`src/rtl/interrupt_priority_arbiter.sv`:
```
// Registered max-priority interrupt resolver with claim/complete in-service tracking; 1-cycle input-to-output latency.
// Define IPA_EDGE_TRIG_EN to add per-source edge-triggered pending latches (edge_mode port).
module interrupt_priority_arbiter #(
   parameter int N_INTERRUPTS = 32,
   parameter int PRIO_W       = 3,
   parameter int ID_W         = $clog2(N_INTERRUPTS + 1)
) (
   input  logic                             clk,
   input  logic                             n_rst,
   input  logic [N_INTERRUPTS*PRIO_W-1:0]   interrupt_priorities,
   input  logic [N_INTERRUPTS-1:0]          pending_interrupts,
   input  logic [N_INTERRUPTS-1:0]          interrupt_enable,
`ifdef IPA_EDGE_TRIG_EN
   input  logic [N_INTERRUPTS-1:0]          edge_mode,
`endif
   input  logic [PRIO_W-1:0]                threshold,
   input  logic                             claim_i,
   input  logic                             complete_i,
   input  logic [ID_W-1:0]                  complete_id_i,
   output logic [ID_W-1:0]                  claim_id_o,
   output logic [PRIO_W-1:0]                active_prio_o,
   output logic                             irq_o,
   output logic                             irq_rise_o,
   output logic [N_INTERRUPTS-1:0]          in_service_o
);

   localparam int LEVELS = $clog2(N_INTERRUPTS);
   localparam int LEAVES = 1 << LEVELS;

   logic [PRIO_W-1:0]       src_prio [N_INTERRUPTS];
   logic [N_INTERRUPTS-1:0] claim_hit;
   logic [N_INTERRUPTS-1:0] complete_hit;
   logic [N_INTERRUPTS-1:0] in_service_next;
   logic [N_INTERRUPTS-1:0] eff_pending;
   logic [N_INTERRUPTS-1:0] eligible;
   logic [PRIO_W-1:0]       tree_prio [LEAVES];
   logic [ID_W-1:0]         tree_id   [LEAVES];
   logic                    irq_prev;

   // Set beats clear, so a same-ID claim+complete leaves the source in service.
   always_comb begin
      for (int i = 0; i < N_INTERRUPTS; i++) begin
         src_prio[i]     = interrupt_priorities[i*PRIO_W +: PRIO_W];
         claim_hit[i]    = claim_i && (claim_id_o == ID_W'(i + 1));
         complete_hit[i] = complete_i && (complete_id_i == ID_W'(i + 1));
      end
      in_service_next = (in_service_o & ~complete_hit) | claim_hit;
   end

`ifdef IPA_EDGE_TRIG_EN
   logic [N_INTERRUPTS-1:0] pend_q;
   logic [N_INTERRUPTS-1:0] pend_latch;
   logic [N_INTERRUPTS-1:0] pend_rise;

   assign pend_rise   = pending_interrupts & ~pend_q & edge_mode;
   assign eff_pending = (edge_mode & (pend_latch | pend_rise)) | (~edge_mode & pending_interrupts);

   // A new edge outranks the claim clear, so an edge coinciding with its claim stays latched.
   always_ff @(posedge clk or negedge n_rst) begin
      if (!n_rst) begin
         pend_q     <= '0;
         pend_latch <= '0;
      end else begin
         pend_q     <= pending_interrupts;
         pend_latch <= (pend_latch & ~claim_hit) | pend_rise;
      end
   end
`else
   assign eff_pending = pending_interrupts;
`endif

   always_comb begin
      for (int i = 0; i < N_INTERRUPTS; i++) begin
         eligible[i] = eff_pending[i] & interrupt_enable[i] & ~in_service_next[i]
                     & (src_prio[i] > threshold);
      end
   end

   // Comparator tree reduced in place; ">=" keeps the lower-index child so ties go to the lowest ID.
   always_comb begin
      for (int i = 0; i < LEAVES; i++) begin
         tree_prio[i] = '0;
         tree_id[i]   = '0;
      end
      for (int i = 0; i < N_INTERRUPTS; i++) begin
         if (eligible[i]) begin
            tree_prio[i] = src_prio[i];
            tree_id[i]   = ID_W'(i + 1);
         end
      end
      for (int lvl = LEVELS - 1; lvl >= 0; lvl--) begin
         for (int j = 0; j < (1 << lvl); j++) begin
            if (tree_prio[2*j] >= tree_prio[2*j+1]) begin
               tree_prio[j] = tree_prio[2*j];
               tree_id[j]   = tree_id[2*j];
            end else begin
               tree_prio[j] = tree_prio[2*j+1];
               tree_id[j]   = tree_id[2*j+1];
            end
         end
      end
   end

   always_ff @(posedge clk or negedge n_rst) begin
      if (!n_rst) begin
         claim_id_o    <= '0;
         active_prio_o <= '0;
         irq_o         <= 1'b0;
         irq_prev      <= 1'b0;
         in_service_o  <= '0;
      end else begin
         claim_id_o    <= tree_id[0];
         active_prio_o <= tree_prio[0];
         irq_o         <= (tree_id[0] != '0);
         irq_prev      <= irq_o;
         in_service_o  <= in_service_next;
      end
   end

   assign irq_rise_o = irq_o & ~irq_prev;

endmodule

```
`config.mk`:
```
export PLATFORM = sky130hd
export DESIGN_NAME = interrupt_priority_arbiter
export DESIGN_NICKNAME = d
export VERILOG_FILES = /design/src/rtl/interrupt_priority_arbiter.sv
export SDC_FILE = /design/constraint.sdc
export NUM_CORES = 1
export LEC_CHECK = 0
export ABC_AREA = 1
export CAP_MARGIN = 20
export CORE_UTILIZATION = 55
export CTS_BUF_LIST = sky130_fd_sc_hd__clkbuf_2
export DETAILED_ROUTE_END_ITERATION = 12
export PLACE_DENSITY_LB_ADDON = 0.15
export RECOVER_POWER = 25
export SLEW_MARGIN = 40
export SYNTH_ARGS = -nofsm -noshare
export SYNTH_HDL_FRONTEND = slang
export SYNTH_SLANG_ARGS = --single-unit
export TNS_END_PERCENT = 50
```
`constraint.sdc`:
```
create_clock -name clk -period 12.6 [get_ports clk]
set_input_delay 1.26 -clock clk [delete_from_list [all_inputs] [get_ports clk]]
set_output_delay 1.26 -clock clk [all_outputs]
set_load 0.03 [all_outputs]
```
# ---- Word-level counts from Yosys, hierarchy flattened
# Index checks and enable logic that the tools add are counted.
# W data, S select, Z words.
dict set report op_classes {
  order_cmp 63
  eq_ne 64
  mux 126
  bitwise 133
  reduce_logical 65
}
# cell n
set ops {}
lappend ops {{$mux W3} 67}
lappend ops {{$eq A6 B5 Y1 const B} 32}
lappend ops {{$mux W6} 32}
lappend ops {{$and A1 B1 Y1} 97}
lappend ops {{$eq A6 B4 Y1 const B} 16}
lappend ops {{$gt A3 B3 Y1} 32}
lappend ops {{$ge A3 B3 Y1} 31}
lappend ops {{$mux W5} 16}
lappend ops {{$logic_and A1 B1 Y1} 64}
lappend ops {{$eq A6 B3 Y1 const B} 8}
lappend ops {{$not A1 Y1} 33}
lappend ops {{$and A32 B32 Y32} 1}
lappend ops {{$mux W4} 8}
lappend ops {{$not A32 Y32} 1}
lappend ops {{$or A32 B32 Y32} 1}
lappend ops {{$eq A6 B2 Y1 const B} 4}
lappend ops {{$eq A6 B1 Y1 const B} 2}
lappend ops {{$eq A6 B6 Y1 const B} 2}
lappend ops {{$reduce_bool A6 Y1} 1}
lappend ops {{$mux W2} 2}
lappend ops {{$mux W1} 1}
dict set report word_totals {
  regBits 43
  input_bits 173
  elab_cells 456
}

# ---- Longest topological paths before layout
dict set report depth {
  ltp_word 20
  depth_mapped 54
}

# ---- Least setup slack after synthesis
# No wires, ideal clock.
dict set report synth_timing {
  path_kind {in2reg}
  from {input port threshold[2]}
  to {register irq_o}
  t_arrival_ps 8763
  required_ps 12481
  path_slack_ps 3719
  stages 45
  path_buffers 2
  path_cell_list {inv_1 -> ha_1 -> nand2_1 -> nor2_1 -> a211oi_1 -> nor2_1 -> nand2_1 -> nor2_1 -> ha_1 -> a21oi_1 -> o21ai_0 -> a31oi_1 -> inv_1 -> nor2_1 -> a22oi_1 -> ha_1 -> a21oi_1 -> o21ai_0 -> (+9 left out) -> ha_1 -> a21oi_1 -> o21ai_0 -> a31oi_1 -> clkbuf_1 -> o21ai_0 -> ha_1 -> a21oi_1 -> o21ai_0 -> a31oi_1 -> clkbuf_1 -> nand2_1 -> o31ai_1 -> nand2_1 -> nand2_1 -> nand2_1 -> nor2_1 -> nand2_1}
}
dict set report synth_between {
  elab_chain_len 14
}
# element line_no
set synth_lines {}
lappend synth_lines {{from (decl)} 16} ;# input logic [PRIO_W-1:0] threshold,
lappend synth_lines {{$gt A3 B3 Y1} 75} ;# & (src_prio[i] > threshold);
lappend synth_lines {{$and A1 B1 Y1} 75}
lappend synth_lines {{$mux W3} 86} ;# if (eligible[i]) begin
lappend synth_lines {{$ge A3 B3 Y1} 93} ;# if (tree_prio[2*j] >= tree_prio[2*j+1]) begin
lappend synth_lines {{$mux W3} 93}
lappend synth_lines {{$ge A3 B3 Y1} 93}
lappend synth_lines {{$mux W3} 93}
lappend synth_lines {{$ge A3 B3 Y1} 93}
lappend synth_lines {{$mux W3} 93}
lappend synth_lines {{$ge A3 B3 Y1} 93}
lappend synth_lines {{$mux W3} 93}
lappend synth_lines {{$ge A3 B3 Y1} 93}
lappend synth_lines {{$mux W6 (*)} 93}
lappend synth_lines {{$reduce_bool A6 Y1 (*)} 114} ;# irq_o <= (tree_id[0] != '0);
lappend synth_lines {{to (signal assigned)} 114}
lappend synth_lines {{to (decl)} 22} ;# output logic irq_o,
# Every way passes the cells marked *; elsewhere a longest branch is shown, timed or not.

# ---- Worst setup path in the final report
# Same ends and word-level chain as after synthesis.

==> impl_results.md <==
* Max_slew headroom at -54.3%
* Hold Violations, Final at 0
* Synth Register Bits at between 40 and 50
* Combinational Power Share at slightly below 80%
* Most common cell after layout, fill and taps aside: nand2_1
* Worst min path class: flop to flop
* Post-route ant nets at 0
* Crit Path Class: input port to flop
* Peak Freq at 98.7 MHz
* Hold WS at 0.487 ns
* GRT Util Overall at 31.2%
* Sw frac at 57.4%
* Crit-path slowest cell: inv_1
* Largest net degree at the start of global routing at 44
* CTS Buf Count at 5
* Drt wl/cell at 14.3 µm
* Commonest cells after routing, fill and taps aside: 321 x nand2_1, 214 x clkdlybuf4s50_1, 186 x ha_1
* Tot Pwr at 1.38 mW
* H-tree depth at 2
* Net load switching power at 792 µW
* Proportion of layout cells with a drive suffix above 1 at 3.37%
* Vias in the first global route at 9496
* Fin crit share at 80.4%
* Dominant cells by area after synthesis: ha_1 27%, nand2_1 14%, dfrtp_1 13%, nand3_1 9.5%, inv_1 7.5%
* Drt drc at 0
* Number of gates resized after CTS at 0
* Die X at 127 µm
* # Post-CTS Setup Buffers at 0
* Power density cells at 125 nW/µm²
* Worst setup SP type: input port
* Vias per Instance at approximately 5.7
* Setup-failing EPs final at 0
* Max-Cap Viols at 1
* Die height at approximately 130 µm
* Pint at ~600 µW
* CP max FO at 18
* Vias at 10000
* Syn nets at 1712
* Unrepaired setup endpoints after global routing: no
* P_leak at approximately 5.5 nW
* RePlAce Congestion at roughly 1.0
* Finished Core Util at ~72%
* Yosys cell types at 38
* CTS Root Buffer Type: clkbuf_2
* Clock Latency Late Sink at 0.44 ns
* Cell area after synthesis at 8560 µm²
* Register area share after synthesis at roughly 13%
* Reg power frac at between 15 and 20%
* Syn avg cell area at 6.33 µm²
* Final Cell Area at 11000 µm²
* Max Slew Vio Count at 44
* Worst-path clk slew at 0.23 ns
* Core region area at 15200 µm²
* Grt total ovfl at 0
* WL final at 25200 µm
* Fill cells at 1354
* Yosys warns at 0
* DR pass1 iterations at 5
* Worst VDD drop at 0.000132 V
* Synth area leader: ha_1
* Run status: finished with violations
* Failing checks: max-capacitance violations, max-slew violations
* Post-synth top area share at about 27%
* Site Rows at 45
* Syn Inst Count at between 1000 and 1500
* Die Area at 16100 µm²
* Num ports at 216
* Initial antenna violation count at 0
* N_diodes at 0
* Hold-fix buffers, CTS at 0
* First-pass GRT wire length at 41500 µm
* Worst setup EP type: flop
* Slew @ Worst Pin at 2.31 ns
* Placed cell area at 11000 µm²
* IO buf count at approximately 220
* Detail Placement HPWL at about 21000 µm
* Clock Power Share at 4.5%
* Min Tclk post-route at 10.13 ns
* Maximum clock path buffer count at 2
* Worst Skew at 0.0166 ns
* Final setup TNS at 0 ns
* CTS tree: built
* Data arrival, critical path at 10.50 ns
* CP dominant cell by count: nand2_1
* Crit-path max cell delay at 0.56 ns
* Nets@finish at 1932
* Clock sink count at 43
* 1st-iter DRT viols at around 630
* Starting density of the core at 56.3%
* Critical Path RT at 12.97 ns
* Area delta synth->final at 28.5%
worst paths after layout:
check	endpoint	slack, ns	depth (start not counted)	from
setup / recovery	irq_o	2.47	51	threshold[2]
hold / removal	irq_prev	0.49	0	irq_o
setup reg to reg	irq_o	3.75	42	claim_id_o[5]
hold reg to reg	irq_prev	0.49	0	irq_o
max in group asynchronous	in_service_o[7]	9.82	1	n_rst
min in group asynchronous	active_prio_o[0]	1.46	1	n_rst
metrics by stage:
step,setup WS (ns),instances
4_1_cts,2.37,1762
3_3_place_gp,1.99,1754
5_1_grt,1.69,1762
6_report,2.47,1762
2_1_floorplan,3.72,1353
3_5_place_dp,1.87,1754
power groups by stage:
stage               sequential, mW  clock, mW  combinational (mW)
floorplan                    0.316          0               0.598
global placement             0.238          0                1.02
detailed placement           0.238          0                1.04
CTS                          0.235     0.0628                1.05
global route                 0.238     0.0677                1.20
finish                       0.236     0.0618                1.08
cell type report:
class                           instances  area [µm²]  area share, %
Timing Repair Buffer                  218        2170           19.7
Multi-Input combinational cell       1124        6800           61.8
Sequential cell                        43        1080           9.78
Clock inverter                          3        20.0          0.182
Clock buffer                            5        25.0          0.227
Inverter                              181         679           6.17
Tap cell                              188         235           2.14
routing by layer:
layer,track usage [%],part of all wire (%),vias up
met5,0,0,-
li1,-,-,5097
met2,56.5,48,342
met4,10.2,2.2,0
met1,38.0,44,4524
met3,4.22,6.5,51
kinds of logic after synthesis:
group	share of synthesized area [%]
simple gates	35.9
compound gates	16.1
buf+inv	8.18
flops	12.6
fa+ha+maj	27.2
flip-flops by register name (all words and copies together), names as in the netlist:
signal	count
irq_prev	1
claim_id_o	6
irq_o	1
in_service_o	32
active_prio_o	3
critical path: cells and delay by family:
| kind | cells | cell delay [ns] |
|---|---|---|
| compound gates | 16 | 3.69 |
| fa+ha+maj | 6 | 1.82 |
| buf+inv | 9 | 1.87 |
| simple gates | 20 | 1.84 |
cells in the mapped netlist:
cell type and number:
o31ai_1 2, and3_1 2, o211ai_1 2, o21ai_0 59
nand3_2 1, o2bb2ai_1 1, a21boi_1 2, o21ai_2 1
nand3b_1 19, a31oi_2 2, a31o_2 2, o22ai_1 2
nor4_2 2, nor2_4 1, nor4_1 3, inv_2 9
nand2_2 4, ha_1 186, a31oi_1 19, and2_1 5
o21a_1 9, nor3_2 5, nor2_2 6, nor2_1 125
inv_1 172, buf_2 2, nor3_1 18, a22oi_1 1
o21ai_1 51, a21o_1 2, dfrtp_1 43, a21oi_2 8
nand3_1 162, a21oi_1 63, clkbuf_1 3, nand2_1 321
a211oi_1 16, nand4_1 22
No activity file was read; power rests on OpenSTA's default activity.
